`src/rtl/switch_pkg.sv`:
```
// Shared types for the switch ingress path: descriptor layout, header field positions, framer states.
package switch_pkg;

  // Descriptor fields are sized for the widest port; narrower instances zero-extend.
  localparam int DESC_ADDR_W  = 12;
  localparam int DESC_LEN_W   = 8;
  localparam int HDR_DEST_MSB = 31;
  localparam int HDR_DEST_LSB = 30;

  typedef struct packed {
    logic [1:0]             dest;
    logic [DESC_ADDR_W-1:0] start;
    logic [DESC_LEN_W-1:0]  len;
  } desc_t;

  typedef enum logic [1:0] {IDLE, PAYLOAD, DROP, COMMIT} st_e;

endpackage

```
`src/rtl/desc_fifo.sv`:
```
// First-word-fall-through FIFO, 1-cycle push-to-valid; simultaneous push/pop when full both occur,
// pop when empty is ignored.
module desc_fifo #(
  parameter int DEPTH = 4,
  parameter int W     = 22
) (
  input  logic         clk_i,
  input  logic         rst_i,
  input  logic         push_i,
  input  logic [W-1:0] push_data_i,
  input  logic         pop_i,
  output logic [W-1:0] pop_data_o,
  output logic         full_o,
  output logic         empty_o
);

  localparam int AW = $clog2(DEPTH);
  localparam logic [AW:0] CNT_FULL = (AW+1)'(DEPTH);

  logic [W-1:0]  mem_q [DEPTH];
  logic [AW-1:0] wr_q, rd_q;
  logic [AW:0]   cnt_q;
  logic          do_push, do_pop;

  assign full_o     = (cnt_q == CNT_FULL);
  assign empty_o    = (cnt_q == '0);
  assign do_pop     = pop_i & ~empty_o;
  assign do_push    = push_i & (~full_o | do_pop);
  assign pop_data_o = empty_o ? '0 : mem_q[rd_q];

  always_ff @(posedge clk_i) begin
    if (do_push) mem_q[wr_q] <= push_data_i;
  end

  always_ff @(posedge clk_i or posedge rst_i) begin
    if (rst_i) begin
      wr_q  <= '0;
      rd_q  <= '0;
      cnt_q <= '0;
    end else begin
      if (do_push) wr_q <= wr_q + AW'(1);
      if (do_pop)  rd_q <= rd_q + AW'(1);
      cnt_q <= cnt_q + (AW+1)'(do_push) - (AW+1)'(do_pop);
    end
  end

endmodule

```
`src/rtl/ingress_port_writer.sv`:
```
// Frames header+payload packets into a ring-buffer RAM and queues one descriptor per stored packet;
// descriptor valid 2 cycles after the last payload word. Optional counters under INGRESS_STATS_EN.
module ingress_port_writer
  import switch_pkg::*;
#(
  parameter int ADDR_W     = 12,
  parameter int LEN_W      = 8,
  parameter int DESC_DEPTH = 4
) (
  input  logic              clk,
  input  logic              reset,
  input  logic              s_valid,
  input  logic [31:0]       s_data,
  output logic              s_ready,
  output logic              ram_wren,
  output logic [ADDR_W-1:0] ram_wr_add,
  output logic [31:0]       ram_wr_data,
  output logic              desc_valid,
  input  logic              desc_ready,
  output desc_t             desc,
  input  logic              rel_valid,
  input  logic [LEN_W-1:0]  rel_len,
  output logic [15:0]       pkt_count,
  output logic [15:0]       drop_count
);

  localparam int CW = ((LEN_W > ADDR_W) ? LEN_W : ADDR_W) + 2;

  st_e               state_q, state_d;
  logic [1:0]        dest_q;
  logic [LEN_W-1:0]  len_q, rem_q;
  logic [ADDR_W-1:0] start_q, wr_ptr_q;
  logic [ADDR_W:0]   used_q, used_d;
  logic              ram_wren_q;
  logic [ADDR_W-1:0] ram_wr_add_q;
  logic [31:0]       ram_wr_data_q;

  logic              fifo_full, fifo_empty;
  logic              xfer, hdr_xfer, pay_wr, desc_push, last_word;
  logic [1:0]        hdr_dest;
  logic [LEN_W-1:0]  hdr_len;
  logic              hdr_fits;
  logic [CW-1:0]     free_w, used_sum, rel_w;
  desc_t             push_desc;

  assign hdr_dest  = s_data[HDR_DEST_MSB:HDR_DEST_LSB];
  assign hdr_len   = s_data[LEN_W-1:0];
  assign xfer      = s_valid & s_ready;
  assign hdr_xfer  = xfer & (state_q == IDLE);
  assign pay_wr    = xfer & (state_q == PAYLOAD);
  assign desc_push = (state_q == COMMIT);
  assign last_word = (rem_q == LEN_W'(1));

  assign free_w   = (CW'(1) << ADDR_W) - CW'(used_q);
  assign hdr_fits = CW'(hdr_len) <= free_w;

  always_ff @(posedge clk or posedge reset) begin
    if (reset) state_q <= IDLE;
    else       state_q <= state_d;
  end

  always_comb begin
    state_d = state_q;
    unique case (state_q)
      IDLE: begin
        if (xfer && hdr_len != '0)
          state_d = (hdr_dest == 2'd0 || !hdr_fits) ? DROP : PAYLOAD;
      end
      PAYLOAD: if (xfer && last_word) state_d = COMMIT;
      DROP:    if (xfer && last_word) state_d = IDLE;
      COMMIT:  state_d = IDLE;
      default: state_d = IDLE;
    endcase
  end

  // Held low while reset is asserted so no word is taken during reset.
  always_comb begin
    s_ready = 1'b0;
    unique case (state_q)
      IDLE:          s_ready = ~fifo_full;
      PAYLOAD, DROP: s_ready = 1'b1;
      default:       s_ready = 1'b0;
    endcase
    if (reset) s_ready = 1'b0;
  end

  // Occupancy: writes and releases in the same cycle both apply; over-release clamps to empty.
  always_comb begin
    used_sum = CW'(used_q) + CW'(pay_wr);
    rel_w    = rel_valid ? CW'(rel_len) : '0;
    used_d   = (rel_w > used_sum) ? '0 : (ADDR_W+1)'(used_sum - rel_w);
  end

  always_ff @(posedge clk or posedge reset) begin
    if (reset) begin
      dest_q        <= '0;
      len_q         <= '0;
      rem_q         <= '0;
      start_q       <= '0;
      wr_ptr_q      <= '0;
      used_q        <= '0;
      ram_wren_q    <= 1'b0;
      ram_wr_add_q  <= '0;
      ram_wr_data_q <= '0;
    end else begin
      if (hdr_xfer) begin
        dest_q  <= hdr_dest;
        len_q   <= hdr_len;
        rem_q   <= hdr_len;
        start_q <= wr_ptr_q;
      end else if (xfer) begin
        rem_q <= rem_q - LEN_W'(1);
      end
      ram_wren_q <= pay_wr;
      if (pay_wr) begin
        ram_wr_add_q  <= wr_ptr_q;
        ram_wr_data_q <= s_data;
        wr_ptr_q      <= wr_ptr_q + ADDR_W'(1);
      end
      used_q <= used_d;
    end
  end

  assign ram_wren    = ram_wren_q;
  assign ram_wr_add  = ram_wr_add_q;
  assign ram_wr_data = ram_wr_data_q;

  assign push_desc = '{dest:  dest_q,
                       start: DESC_ADDR_W'(start_q),
                       len:   DESC_LEN_W'(len_q)};

  desc_fifo #(
    .DEPTH (DESC_DEPTH),
    .W     ($bits(desc_t))
  ) u_desc_fifo (
    .clk_i       (clk),
    .rst_i       (reset),
    .push_i      (desc_push),
    .push_data_i (push_desc),
    .pop_i       (desc_ready),
    .pop_data_o  (desc),
    .full_o      (fifo_full),
    .empty_o     (fifo_empty)
  );

  assign desc_valid = ~fifo_empty;

`ifdef INGRESS_STATS_EN
  logic        drop_evt;
  logic [15:0] pkt_cnt_q, drop_cnt_q;

  assign drop_evt = hdr_xfer & (hdr_len == '0 || hdr_dest == 2'd0 || !hdr_fits);

  always_ff @(posedge clk or posedge reset) begin
    if (reset) begin
      pkt_cnt_q  <= '0;
      drop_cnt_q <= '0;
    end else begin
      if (desc_push) pkt_cnt_q  <= pkt_cnt_q + 16'd1;
      if (drop_evt)  drop_cnt_q <= drop_cnt_q + 16'd1;
    end
  end

  assign pkt_count  = pkt_cnt_q;
  assign drop_count = drop_cnt_q;
`else
  assign pkt_count  = '0;
  assign drop_count = '0;
`endif

endmodule

```
`config.mk`:
```
export PLATFORM = sky130hd
export DESIGN_NAME = ingress_port_writer
export DESIGN_NICKNAME = d
export VERILOG_FILES = /design/src/rtl/switch_pkg.sv /design/src/rtl/desc_fifo.sv /design/src/rtl/ingress_port_writer.sv
export SDC_FILE = /design/constraint.sdc
export NUM_CORES = 1
export LEC_CHECK = 0
export BUFFER_PORTS_ARGS = -buffer_cell sky130_fd_sc_hd__buf_4
export CAP_MARGIN = 40
export CELL_PAD_IN_SITES_DETAIL_PLACEMENT = 0
export CELL_PAD_IN_SITES_GLOBAL_PLACEMENT = 2
export CORE_UTILIZATION = 34
export CTS_CLUSTER_DIAMETER = 120
export CTS_CLUSTER_SIZE = 14
export DETAILED_ROUTE_END_ITERATION = 8
export GPL_ROUTABILITY_DRIVEN = 0
export PLACE_DENSITY_LB_ADDON = 0.1
export SETUP_SLACK_MARGIN = 0.4
export SYNTH_ARGS = -nofsm -noshare
export SYNTH_HDL_FRONTEND = slang
export SYNTH_SLANG_ARGS = --single-unit
```
`constraint.sdc`:
```
create_clock -name clk -period 3.95 [get_ports clk]
set_input_delay 0.5925 -clock clk [delete_from_list [all_inputs] [get_ports clk]]
set_output_delay 0.5925 -clock clk [all_outputs]
set_load 0.02 [all_outputs]
```
======== Yosys cells after proc, flatten, opt, wreduce, memory -nomap -nowiden ========
Memories as Yosys holds them, arrays and structs flattened.
Index checks and enable logic that the tools add are counted.
W data, S select, Z words.
cells by class
  $lt $le $gt $ge ......................... 2
  muxes and demuxes ....................... 14
  $add $sub $neg .......................... 9
  reductions and logical operators ........ 11
  bitwise logic cells ..................... 8
  eq/ne operators ......................... 8
operator list
  operator                  count
  $mux W8                   3
  $mux W22                  1
  $add A13 B1 Y14           1
  $gt A8 B14 Y1             1
  $le A8 B14 Y1             1
  $sub A13 B13 Y14 const A  1
  $mux W13                  1
  $sub A13 B8 Y13           1
  $add A12 B1 Y12 const B   1
  $eq A8 B1 Y1 const B      1
  $mux W2                   4
  $pmux W2 S4               1
  $reduce_bool A8 Y1        1
  $sub A8 B1 Y8 const B     1
  $and A1 B1 Y1             5
  $add A2 B1 Y2 const B     2
  $eq A2 B2 Y1 const B      2
  $logic_not A2 Y1          2
  $ne A2 B1 Y1 const B      2
  $add A3 B1 Y3             1
  $eq A3 B3 Y1 const B      1
  $logic_not A3 Y1          1
  $mux W1                   3
  $reduce_and A3 Y1         1
  11 further kinds          13
word-level totals
  flip-flop bits (word level) ............. 109
  word-level logic and storage cells ...... 66
  memories ................................ 1
  output and inout bits ................... 101
  memory bits (writable) .................. 88
  bits of input ports ..................... 45
memories
  name               depth  bits a word  read ports  clocked after memory_dff  write ports  line             source
  u_desc_fifo.mem_q  4      22           1           0                         1            desc_fifo.sv:20  logic [W-1:0] mem_q [DEPTH];

======== Depth between registers and ports, before layout ========
Gate-level depths: netlist of run 1.
  depth in word-level cells ............... 9
  depth in mapped cells ................... 20
  gate-level depth less buffers ........... 18

======== Modules after synthesis ========
Synthesis of run 1 repeated with hierarchy kept, for this count alone.
unflattened totals
  cell total of the unflattened synthesis .. 812
  area, all modules ....................... 9,593.0 µm²
by module, submodules not included
  module               area each (µm²)  sequential area each (µm²)  cells each  times used
  ingress_port_writer  5,850.6          2,552.4                     636         1
  desc_fifo            3,742.3          2,817.7                     176         1

======== Worst setup path before layout of run 1 ========
No wires, ideal clock.
  path type ............................... reg-to-reg
  start ................................... register state_q[0]
  end ..................................... register used_q[2]
  buffers on the path ..................... 2
  setup time .............................. 0.136 ns
  setup slack ............................. -0.269 ns
  clock period less this slack ............ 4.219 ns
  cell stages (with the launch flop) ...... 21
  required time ........................... 3.814 ns
  arrival ................................. 4.084 ns
  path through ............................ dfrtp_1 -> inv_1 -> ha_1 -> or4b_1 -> o2111a_1 -> nand2_1 -> inv_1 -> clkbuf_1 -> ha_1 -> ha_1 -> and2_2 -> and4_1 -> xor2_1 -> ha_1 -> and3_1 -> o21ai_0 -> a21oi_1 -> o211ai_1 -> nor2_1 -> clkbuf_1 -> nor3_1
on the way
  word-level cells in the longest chain between the ends .. 9
  elaborated cells between the ends (all ways) .. 12
  those cells by class .................... 2 x add/sub; 1 x order compare; 2 x eq/ne; 3 x mux; 2 x bitwise; 2 x reduce/logical
ends and longest elaborated chain
  element                                           line                                                  source
  start, declared                                   ingress_port_writer.sv:29                             st_e state_q, state_d;
  start signal, assigned                            ingress_port_writer.sv:59                             else state_q <= state_d;
  $eq A2 B1 Y1 or $eq A2 B2 Y1 (tied branches)      ingress_port_writer.sv:50, ingress_port_writer.sv:79
  $reduce_or A2 Y1                                  ingress_port_writer.sv:79                             unique case (state_q)
  $pmux W1 S2                                       ingress_port_writer.sv:79
  $mux W1                                           ingress_port_writer.sv:84                             if (reset) s_ready = 1'b0;
  $and A1 B1 Y1                                     ingress_port_writer.sv:48                             assign xfer = s_valid & s_ready;
  $and A1 B1 Y1 (*)                                 ingress_port_writer.sv:50                             assign pay_wr = xfer & (state_q == PAYLOAD);
  via pay_wr                                        ingress_port_writer.sv:39                             logic xfer, hdr_xfer, pay_wr, desc_push, last_word;
  $add A13 B1 Y14 (*)                               ingress_port_writer.sv:89                             used_sum = CW'(used_q) + CW'(pay_wr);
  $sub A13 B8 Y13 or $gt A8 B14 Y1 (tied branches)  ingress_port_writer.sv:91                             used_d = (rel_w > used_sum) ? '0 : (ADDR_W+1)'(used_sum - rel_w);
  $mux W13 (*)                                      ingress_port_writer.sv:91
  via used_d[2]                                     ingress_port_writer.sv:33                             logic [ADDR_W:0] used_q, used_d;
  end signal, assigned                              ingress_port_writer.sv:120                            used_q <= used_d;
  end, declared                                     ingress_port_writer.sv:33
Mark *: on every way through the listed nets, which the timed path passes. The rest lies on a longest branch.
A chain may end at the register's enable or synchronous reset.

======== Worst setup path in the final report of run 1 ========
  start ................................... register state_q[1]
  end ..................................... register used_q[12]
on the way
  word-level cells in the longest chain between the ends .. 9
  elaborated cells between the ends (all ways) .. 12
  those cells by class .................... 2 x add/sub; 1 x order compare; 2 x eq/ne; 3 x mux; 2 x bitwise; 2 x reduce/logical
ends and longest elaborated chain
  element                                           line
  $eq A2 B1 Y1 or $eq A2 B2 Y1 (tied branches)      ingress_port_writer.sv:50, ingress_port_writer.sv:79
  $reduce_or A2 Y1                                  ingress_port_writer.sv:79
  $pmux W1 S2                                       ingress_port_writer.sv:79
  $mux W1                                           ingress_port_writer.sv:84
  $and A1 B1 Y1                                     ingress_port_writer.sv:48
  $and A1 B1 Y1 (*)                                 ingress_port_writer.sv:50
  $add A13 B1 Y14 (*)                               ingress_port_writer.sv:89
  $sub A13 B8 Y13 or $gt A8 B14 Y1 (tied branches)  ingress_port_writer.sv:91
  $mux W13 (*)                                      ingress_port_writer.sv:91
  via used_d[12]                                    ingress_port_writer.sv:33
Marked as above.

==> out/qor.yml, run 1 <==
global_route:
  antenna_found_initial: 0
  grt_pass1_vias: 6508
  grtUsageTotal_pct: 15.8
  grt_pass1_wl_um: 35100
  grt_max_degree: 61
  grt-ovfl-total: 0
synthesis:
  async_flop_share_pct: 55.3
  synth_edf_count: 88
  synth-seq-area-share_pct: 56.7
  synth_area_leaders: "dfrtp_1 (29%), edfxtp_1 (28%), nand2_1 (7.8%)"
  synth_top_cell_by_area: "dfrtp_1"
  synth_top_area_share_pct: 28.8
  synthFlopType: "dfrtp_1"
  syn_inst: 825
  avgSynthCellArea_um2: 11.5
  synthDistinctLibCells: 59
  ys_warn_count: 0
  ys_ff_latch: 197
  synthesis.area_um2: 9480
detailed_routing:
  viasPerCell: 4.65
  first_pass_iters: 4
  num_vias: 6200
  remaining_drc_errors: 0
  wl_per_cell_um: 16.1
  routed_wirelength_um: 21500
  ant_nets: 0
  drt_iter0_drc: 376
clock_network:
  clock-sinks: 197
  path_clk_slew_ns: 0.08
  htreeDepth: 4
  cts_hold_buf: 0
  cts_tree: "built"
  clock-root-buffer: "clkbuf_16"
  insertion_delay_ns: 0.44
  cts_made_buffers: 17
  clockBufferDepth: 2
power:
  pwr-share-clk_pct: 20.7
  netSwitchingPower_uw: 3560
  pwr-share-seq_pct: 36.1
  power.density_nw_per_um2: 770
  p_leak_uw: 0.00515
  peakVddDrop_mv: 0.295
  cell_internal_pwr_uw: 5450
  combPwrFrac_pct: 43.2
  swShare_pct: 39.5
setup_path:
  cp-end-kind: "flip-flop"
  path_max_fanout: 4
  start_kind: "flip-flop"
  critPathKind: "reg2reg"
  cp.arrival_ns: 4.10
  critPathRequiredTime_ns: 4.32
sta:
  relSlewSlack_pct: 45.8
  finalClockSkew_ns: 0.0138
  setup_tns_ns: 0
  finalCriticalPeriod_ns: 3.72
  setup_viol: 0
  fmax_mhz: 269
  rsz0062_at_grt: "yes"
  hold_viol_final: 0
  fin_crit_sh_pct: 94.3
  report.final.slew_viol_count: 0
  tightest_slew_ns: 0.811
finish:
  syn_to_final_growth_pct: 23.4
  fillers: 2622
  post-route-util_pct: 43.1
  drive_gt1_share_pct: 26.8
  final-seq-area_um2: 5370
  final_nets: 1035
  fin_area_um2: 11700
  multi_input_area_um2: 3950
  final_cell_mix: "nand2_1 (196), buf_4 (134), dfrtp_1 (109)"
  n_antenna_cell: 0
  final_common_cell: "nand2_1"
run_status:
  status: "finished, final reports clean"
die:
  io_pins: 146
  die_area_um2: 28600
  die_h_um: 169
  die_w_um: 169
  placeableCoreArea_um2: 27200
  rows: 60
  start_util_pct: 34.9
flow_run:
  drv_cap: 0
placement:
  place_area_um2: 10700
  portBuffers: 113
  dp_hpwl_um: 14800
hold_path:
  hold_path.class: "in2async"
-- synthesized netlist by cell type (5+ instances only) --
| master | n |
|---|---|
| nand4_1 | 9 |
| inv_1 | 38 |
| xnor2_1 | 23 |
| o21ai_0 | 24 |
| nor4_1 | 6 |
| clkbuf_1 | 21 |
| a21oi_1 | 18 |
| mux2i_1 | 5 |
| xor2_1 | 14 |
| nand3_1 | 12 |
| and2_1 | 30 |
| ha_1 | 40 |
| buf_4 | 33 |
| dfrtp_1 | 109 |
| o21a_1 | 5 |
| nor3_1 | 12 |
| nor2_1 | 25 |
| mux4_2 | 22 |
| edfxtp_1 | 88 |
| buf_2 | 10 |
| o22ai_1 | 5 |
| mux2_2 | 12 |
| nand2_1 | 198 |
| and3_1 | 6 |
-- stage by stage --
| step | instances | power, µW | hold slack [ns] | setup WS, ns |
|---|---|---|---|---|
| after floorplan | 856 | 5680 | 0.460 | 0.167 |
| after global placement | 1286 | 6850 | 0.458 | 0.0830 |
| after detailed placement | 1287 | 6950 | 0.465 | 0.0245 |
| after CTS | 1331 | 8990 | 0.316 | 0.279 |
| after global routing | 1333 | 9630 | 0.321 | 0.0579 |
| final | 1333 | 9010 | 0.339 | 0.227 |
-- layer usage --
layer,track usage [%],vias to the layer above,wire [µm]
met2,27.2,117,10800
met4,4.39,0,250
met5,0,-,0
met3,3.60,15,850
met1,20.0,3048,9550
li1,-,3020,-
-- registers in the layout (all words and copies together) (netlist names) --
name	count
dest_q	2
ram_wr_add	12
u_desc_fifo.cnt_q	3
used_q	13
start_q	12
u_desc_fifo.wr_q	2
rem_q	8
u_desc_fifo.mem_q	88
ram_wren	1
ram_wr_data	32
state_q	2
len_q	8
wr_ptr_q	12
u_desc_fifo.rd_q	2
-- repair_timing --
action / 4_1_cts / 5_1_grt
pin swaps: 6 / 13
buffers inserted: 12 / 2
resized for setup: 17 / 30
setup endpoints to repair: 13 / 13
-- power groups by stage --
stage	Sequential, µW	Combinational (µW)	Clock, µW
finish	3250	3890	1870
global route	3340	4300	2000
CTS	3240	3820	1930
detailed placement	3270	3670	0
global placement	3270	3580	0
floorplan	3270	2410	0
-- layout make-up --
class,instances,area share [%]
inverters,38,1.24
flip-flops and latches,197,45.9
multi-input cells,554,33.8
repair buffers,140,9.54
clock inverters,15,1.95
well taps,372,3.98
clock buffers,17,3.64
-- critical path, cell delays in order, from the launching register on --
cell	delay (ns)
dfrtp_1	0.40
inv_2	0.09
ha_4	0.21
or4b_4	0.48
o2111a_1	0.16
nand2_2	0.08
inv_2	0.06
ha_4	0.17
ha_4	0.16
and2_4	0.15
and4_4	0.16
xor2_4	0.17
ha_4	0.20
a21o_1	0.17
nor3_1	0.30
a21oi_4	0.13
or4b_1	0.50
nand2_1	0.07
-- final timing paths --
| check | start | end | slack (ns) | depth (start not counted) |
|---|---|---|---|---|
| worst max-delay path | state_q[1]$_DFFE_PP0P_ | used_q[12]$_DFF_PP0_ | 0.23 | 17 |
| worst min-delay path | reset | u_desc_fifo.cnt_q[1]$_DFF_PP0_ | 0.34 | 2 |
| worst max register to register | state_q[1]$_DFFE_PP0P_ | used_q[12]$_DFF_PP0_ | 0.23 | 17 |
| worst min register to register | ram_wr_data[13]$_DFFE_PP0P_ | ram_wr_data[13]$_DFFE_PP0P_ | 0.48 | 2 |
| max in group asynchronous | reset | ram_wr_add[2]$_DFFE_PP0P_ | 2.85 | 3 |
| min in group clk | s_data[28] | ram_wr_data[28]$_DFFE_PP0P_ | 0.34 | 3 |
-- cells by family (layout without fill, tap and decap cells) --
| family | after synthesis | count (layout) | synth area share [%] |
|---|---|---|---|
| and+or+nand+nor | 327 | 327 | 16.0 |
| DFF | 197 | 197 | 56.7 |
| buffers and inverters | 105 | 210 | 5.76 |
| AOI/OAI and AO/OA | 77 | 77 | 5.27 |
| adders and majority gates | 42 | 42 | 5.70 |
| muxes | 39 | 39 | 7.18 |
| xor gates and xnor gates | 37 | 37 | 3.42 |
| other | 1 | 32 | 0.0396 |
Note: power is estimated with default switching activity, not from simulation.
==> run 2: changes to the inputs <==
Settings changed: CORE_UTILIZATION 34 to 41, CTS_CLUSTER_DIAMETER 120 to 150, RECOVER_POWER set to 25.
Clock period 3.95 ns to 4.5 ns, I/O delays scaled along.
==> run 2 against run 1 <==
Net effect: final cell count shrank 7.1%; die area shrank 17%; global-route usage up 2.1 points; flip-flop and latch count unchanged; largest cell class unchanged; highest routed layer unchanged.
==> out/qor.yml, run 2 (synthesis gave the netlist of run 1 again) <==
run_status:
  status: "finished, final reports clean"
sta:
  relSlewSlack_pct: 48.6
  hold_slack_ns: 0.383
  tightest_slew_ns: 0.767
  hold_viol_final: 0
  finalClockSkew_ns: 0.0134
  report.final.slew_viol_count: 0
  finalCriticalPeriod_ns: 3.95
  rsz0062_at_grt: "yes"
  fmax_mhz: 253
  fin_crit_sh_pct: 87.7
  setup_tns_ns: 0
  setup_viol: 0
finish:
  final_common_cell: "nand2_1"
  drive_gt1_share_pct: 23.2
  regMostFlops: "u_desc_fifo.mem_q"
  n_antenna_cell: 0
  final_cell_mix: "nand2_1 (196), buf_4 (122), dfrtp_1 (109)"
  final_nets: 1028
  stdcell_count: 1239
  syn_to_final_growth_pct: 20.2
  fin_area_um2: 11400
  largest_register_ffs: 88
global_route:
  grt_max_degree: 65
  grt_pass1_vias: 6272
  grt-ovfl-total: 0
  antenna_found_initial: 0
  grtUsageTotal_pct: 17.9
  grt_pass1_wl_um: 32800
clock_network:
  insertion_delay_ns: 0.45
  clockBufferDepth: 2
  clock-root-buffer: "clkbuf_16"
  clock-sinks: 197
  cts_made_buffers: 17
  cts_hold_buf: 0
  path_clk_slew_ns: 0.08
  htreeDepth: 4
  cts_tree: "built"
setup_path:
  critPathRequiredTime_ns: 4.88
  r2r-end: "used_q[12]$_DFF_PP0_"
  cp_cell_sequence: "inv_2 -> ha_4 -> or4b_4 -> o2111a_1 -> nand2_2 -> inv_1 -> ha_2 -> nand3_1 -> nor2_1 -> xor2_1 -> ha_1 -> a221oi_2 -> a21oi_1 -> o211ai_1 -> or4b_1 -> nand2_1"
  rr_worst_depth: 16
  cp-end-kind: "flip-flop"
  cp.arrival_ns: 4.33
  start_kind: "flip-flop"
  r2r_start: "state_q[0]$_DFFE_PP0P_"
  critPathMaxStageDelay_ns: 0.54
  worst_path_max_delay_cell: "or4b_4"
  path_max_fanout: 6
  r2r_setup_slack_ns: 0.55
  critPathKind: "reg2reg"
detailed_routing:
  wl_per_cell_um: 16.3
  num_vias: 6160
  first_pass_iters: 4
  ant_nets: 0
  viasPerCell: 4.97
  remaining_drc_errors: 0
  drt_iter0_drc: 228
  routed_wirelength_um: 20100
placement:
  dp.cells: 1202
  dp_hpwl_um: 14400
  place_area_um2: 10600
  portBuffers: 113
die:
  rows: 55
  io_pins: 146
  start_util_pct: 41.9
  die_h_um: 154
  die_area_um2: 23700
  die_w_um: 154
  placeableCoreArea_um2: 22600
power:
  p_leak_uw: 0.00510
  combPwrFrac_pct: 41.9
  netSwitchingPower_uw: 2960
  power.density_nw_per_um2: 673
  pwr-share-clk_pct: 21.0
  cell_internal_pwr_uw: 4710
  p_total_uw: 7670
  swShare_pct: 38.6
  peakVddDrop_mv: 0.267
  pwr-share-seq_pct: 37.0
flow_run:
  drv_cap: 0
hold_path:
  hold_path.class: "in2async"
-- run 2: cell types whose count changed in the layout (fill, tap and decap cells not counted), moves of 3 or more --
| cell | before | now |
|---|---|---|
| inv_16 | 3 | 0 |
| nor2_4 | 3 | 0 |
| buf_16 | 1 | 4 |
| buf_8 | 0 | 4 |
| nor2_2 | 8 | 0 |
| nor2_1 | 14 | 25 |
| inv_8 | 1 | 6 |
| ha_1 | 32 | 35 |
| buf_4 | 134 | 122 |
-- run 2: final cells by class --
class	count	area, µm²
multi-input combinational	554	3760
tap	285	357
clock buffer	17	425
timing repair buffer	133	1120
sequential	197	5370
clock inverter	15	213
fill	2043	11200
inverter	38	144
-- run 2: power groups by stage --
| stage | Sequential [µW] | Clock, µW | Combinational, µW |
|---|---|---|---|
| 6_report | 2840 | 1610 | 3210 |
| 5_1_grt | 2920 | 1730 | 3560 |
| 4_1_cts | 2850 | 1660 | 3220 |
| 3_5_place_dp | 2880 | 0 | 3180 |
| 3_3_place_gp | 2910 | 0 | 3010 |
| 2_1_floorplan | 2870 | 0 | 2080 |
-- run 2: layer usage --
metal | track usage, % | routed length (µm) | up-vias
li1 | - | - | 3017
met1 | 21.5 | 8610 | 2969
met2 | 31.3 | 10200 | 149
met3 | 4.45 | 934 | 25
met4 | 6.52 | 363 | 0
met5 | 0 | 0 | -
-- run 2: worst max-delay path by stage --
stage / start / end / slack [ns] / cells past startpoint
floorplan: state_q[1]$_DFFE_PP0P_ / used_q[12]$_DFF_PP0_ / 0.42 / 19
finish: state_q[0]$_DFFE_PP0P_ / used_q[12]$_DFF_PP0_ / 0.55 / 16
global route: state_q[0]$_DFFE_PP0P_ / used_q[12]$_DFF_PP0_ / 0.35 / 18
CTS: state_q[0]$_DFFE_PP0P_ / used_q[12]$_DFF_PP0_ / 0.40 / 18
global placement: state_q[1]$_DFFE_PP0P_ / used_q[12]$_DFF_PP0_ / 0.34 / 18
detailed placement: state_q[1]$_DFFE_PP0P_ / used_q[12]$_DFF_PP0_ / 0.29 / 18
-- run 2: per-stage QoR --
step,worst slack [ns],util [%]
after detailed placement,0.292,47.0
after global routing,0.348,50.3
after floorplan,0.419,-
after global placement,0.345,46.2
final,0.554,50.3
after CTS,0.402,50.0
-- run 2: timing repair --
item                                    in CTS  in global routing
endpoints found under the setup margin       7                 13
gates resized for setup                      4                 13
cloned                                       0                  0
pin swaps                                    2                  4
setup buffers                                3                  2
-- run 2: critical path, delay by kind of cell (launching register included) --
kind                     cells  cell delay, ns
buffers and inverters        2            0.14
XOR/XNOR                     1            0.17
flip-flops                   1            0.40
adder cells (fa/ha/maj)      3            0.82
AO/OA/AOI/OAI                4            0.89
AND/OR/NAND/NOR              6            1.46
==> run 3: changes to the inputs <==
Settings changed: PLACE_DENSITY set to 0.95, PLACE_DENSITY_LB_ADDON 0.1 to not set, RECOVER_POWER 25 to 100.
==> run 3 against run 2 <==
Net effect: the run now ends with capacitance limit, slew limit left; clock-buffer cell count is the same; die area stayed put; largest power group unchanged; final cell count fell by 0.24%; setup slack got worse by 0.14 ns; total power decreased by 4.8%; via count down 1.3%; flip-flop and latch count did not move; hold slack gained 0.038 ns; non-clock buffer count down 3; global-route usage decreased by 0.30 points; sequential share of layout area grew 2.0 points.
==> out/qor.yml, run 3 (synthesis gave the netlist of run 1 again) <==
run_status:
  status: "finished, violations left"
  violations: "capacitance limit, slew limit"
setup_path:
  r2r-end: "used_q[12]$_DFF_PP0_"
  worst_path_max_delay_cell: "or4b_1"
  crit_family: "simple AND/OR/NAND/NOR gates"
  critPathRequiredTime_ns: 4.88
  path_max_fanout: 6
  r2r_start: "state_q[1]$_DFFE_PP0P_"
  crit_path_start: "state_q[1]$_DFFE_PP0P_"
  start_kind: "flip-flop"
  cp.arrival_ns: 4.46
  rr_worst_depth: 18
  critPathMaxStageDelay_ns: 0.55
  cp-end-kind: "flip-flop"
  r2r_setup_slack_ns: 0.42
  cp_cell_sequence: "inv_1 -> ha_4 -> or4b_1 -> o2111a_1 -> nand2_2 -> inv_1 -> ha_2 -> ha_2 -> and2_4 -> and4_4 -> xor2_4 -> ha_1 -> and3_1 -> o21ai_0 -> a21oi_1 -> o211ai_1 -> or4b_1 -> nand2_1"
  path_buf_inv: 2
  critPathKind: "reg2reg"
global_route:
  antenna_found_initial: 0
  grt-ovfl-total: 0
  grtUsageTotal_pct: 17.6
  grt_pass1_wl_um: 32600
  grt_max_degree: 51
  grt_pass1_vias: 6139
detailed_routing:
  wl_per_cell_um: 16.1
  first_pass_iters: 4
  remaining_drc_errors: 0
  viasPerCell: 4.92
  drt_iter0_drc: 411
  num_vias: 6081
  routed_wirelength_um: 19900
  ant_nets: 0
clock_network:
  clock-root-buffer: "clkbuf_16"
  htreeDepth: 4
  insertion_delay_ns: 0.44
  cts_tree: "built"
  clock-sinks: 197
  cts_made_buffers: 17
  path_clk_slew_ns: 0.08
  clockBufferDepth: 2
finish:
  regMostFlops: "u_desc_fifo.mem_q"
  n_antenna_cell: 0
  stdcell_count: 1236
  fin_area_um2: 10900
  drive_gt1_share_pct: 14.6
  post-route-util_pct: 48.3
  syn_to_final_growth_pct: 15.4
  final_cell_mix: "nand2_1 (197), dfrtp_1 (109), edfxtp_1 (88)"
  final_nets: 1025
  final_common_cell: "nand2_1"
  largest_register_ffs: 88
die:
  die_area_um2: 23700
  die_h_um: 154
  die_w_um: 154
  rows: 55
  io_pins: 146
  placeableCoreArea_um2: 22600
  start_util_pct: 41.9
hold_path:
  hold_end: "ram_wr_data[28]$_DFFE_PP0P_"
  worstHoldStart: "s_data[28]"
  hold_path.class: "in2reg"
  min_delay_path_depth: 3
sta:
  setup_tns_ns: 0
  report.final.slew_viol_count: 81
  relSlewSlack_pct: -47.6
  setup_viol: 0
  rsz0062_at_grt: "no"
  finalCriticalPeriod_ns: 4.08
  tightest_slew_ns: 2.21
  hold_viol_final: 0
  fmax_mhz: 245
  fin_crit_sh_pct: 90.7
  finalClockSkew_ns: 0.0137
power:
  peakVddDrop_mv: 0.319
  p_leak_uw: 0.00475
  power.density_nw_per_um2: 668
placement:
  portBuffers: 113
  dp_hpwl_um: 14100
  place_area_um2: 10600
  dp.cells: 1200
flow_run:
  drv_cap: 2
==> run 3: changes by cell type in the layout (fill, tap and decap cells not counted), moves of 2 or more <==
cell,change
clkbuf_1,+72
buf_4,-68
and2_0,+10
and2_1,-10
buf_8,-4
inv_12,+4
buf_16,-3
clkinvlp_4,+2
ha_1,+2
inv_8,-2
==> run 3: layout make-up <==
| cell class | count | area, µm² |
|---|---|---|
| well taps | 285 | 357 |
| repair buffers | 130 | 719 |
| multi-input cells | 554 | 3710 |
| flip-flops and latches | 197 | 5370 |
| fillers | 2088 | 11700 |
| inverters | 38 | 144 |
| clock inverters | 15 | 206 |
| clock buffers | 17 | 425 |
==> run 3: worst max path at each step <==
stage | end | slack [ns] | depth (start not counted)
CTS | used_q[12]$_DFF_PP0_ | 0.41 | 18
floorplan | used_q[12]$_DFF_PP0_ | 0.42 | 19
detailed placement | used_q[12]$_DFF_PP0_ | 0.29 | 18
global route | used_q[12]$_DFF_PP0_ | 0.23 | 18
finish | used_q[12]$_DFF_PP0_ | 0.42 | 18
global placement | used_q[12]$_DFF_PP0_ | 0.33 | 18
==> run 3: what timing repair did <==
item	CTS	global route
hold buffers	0	0
resized for setup	3	10
buffers inserted	2	2
pin swaps	1	2
endpoints found under the hold margin	0	0
endpoints found under the setup margin	7	13
==> run 3: tightest hold or removal path, cell delays in order <==
cell and delay [ns]:
buf_4 0.07, nand2_1 0.04, nand2_1 0.04
==> run 3: layer usage <==
layer	part of all wire, %	track usage, %
met1	47	23.7
met2	48	28.9
met3	4.5	3.07
met4	1.1	6.05
met5	0	0
==> run 3: stage by stage <==
step / power [µW] / setup slack [ns] / hold slack (ns)
3_5_place_dp: 6010 / 0.294 / 0.464
4_1_cts: 7640 / 0.407 / 0.251
2_1_floorplan: 4950 / 0.419 / 0.460
6_report: 7300 / 0.417 / 0.421
3_3_place_gp: 5900 / 0.327 / 0.459
5_1_grt: 7810 / 0.228 / 0.416
==> run 3: report_power, final <==
part	switching, µW	internal (µW)
registers	463	2390
logic	1670	1200
clock network	806	781
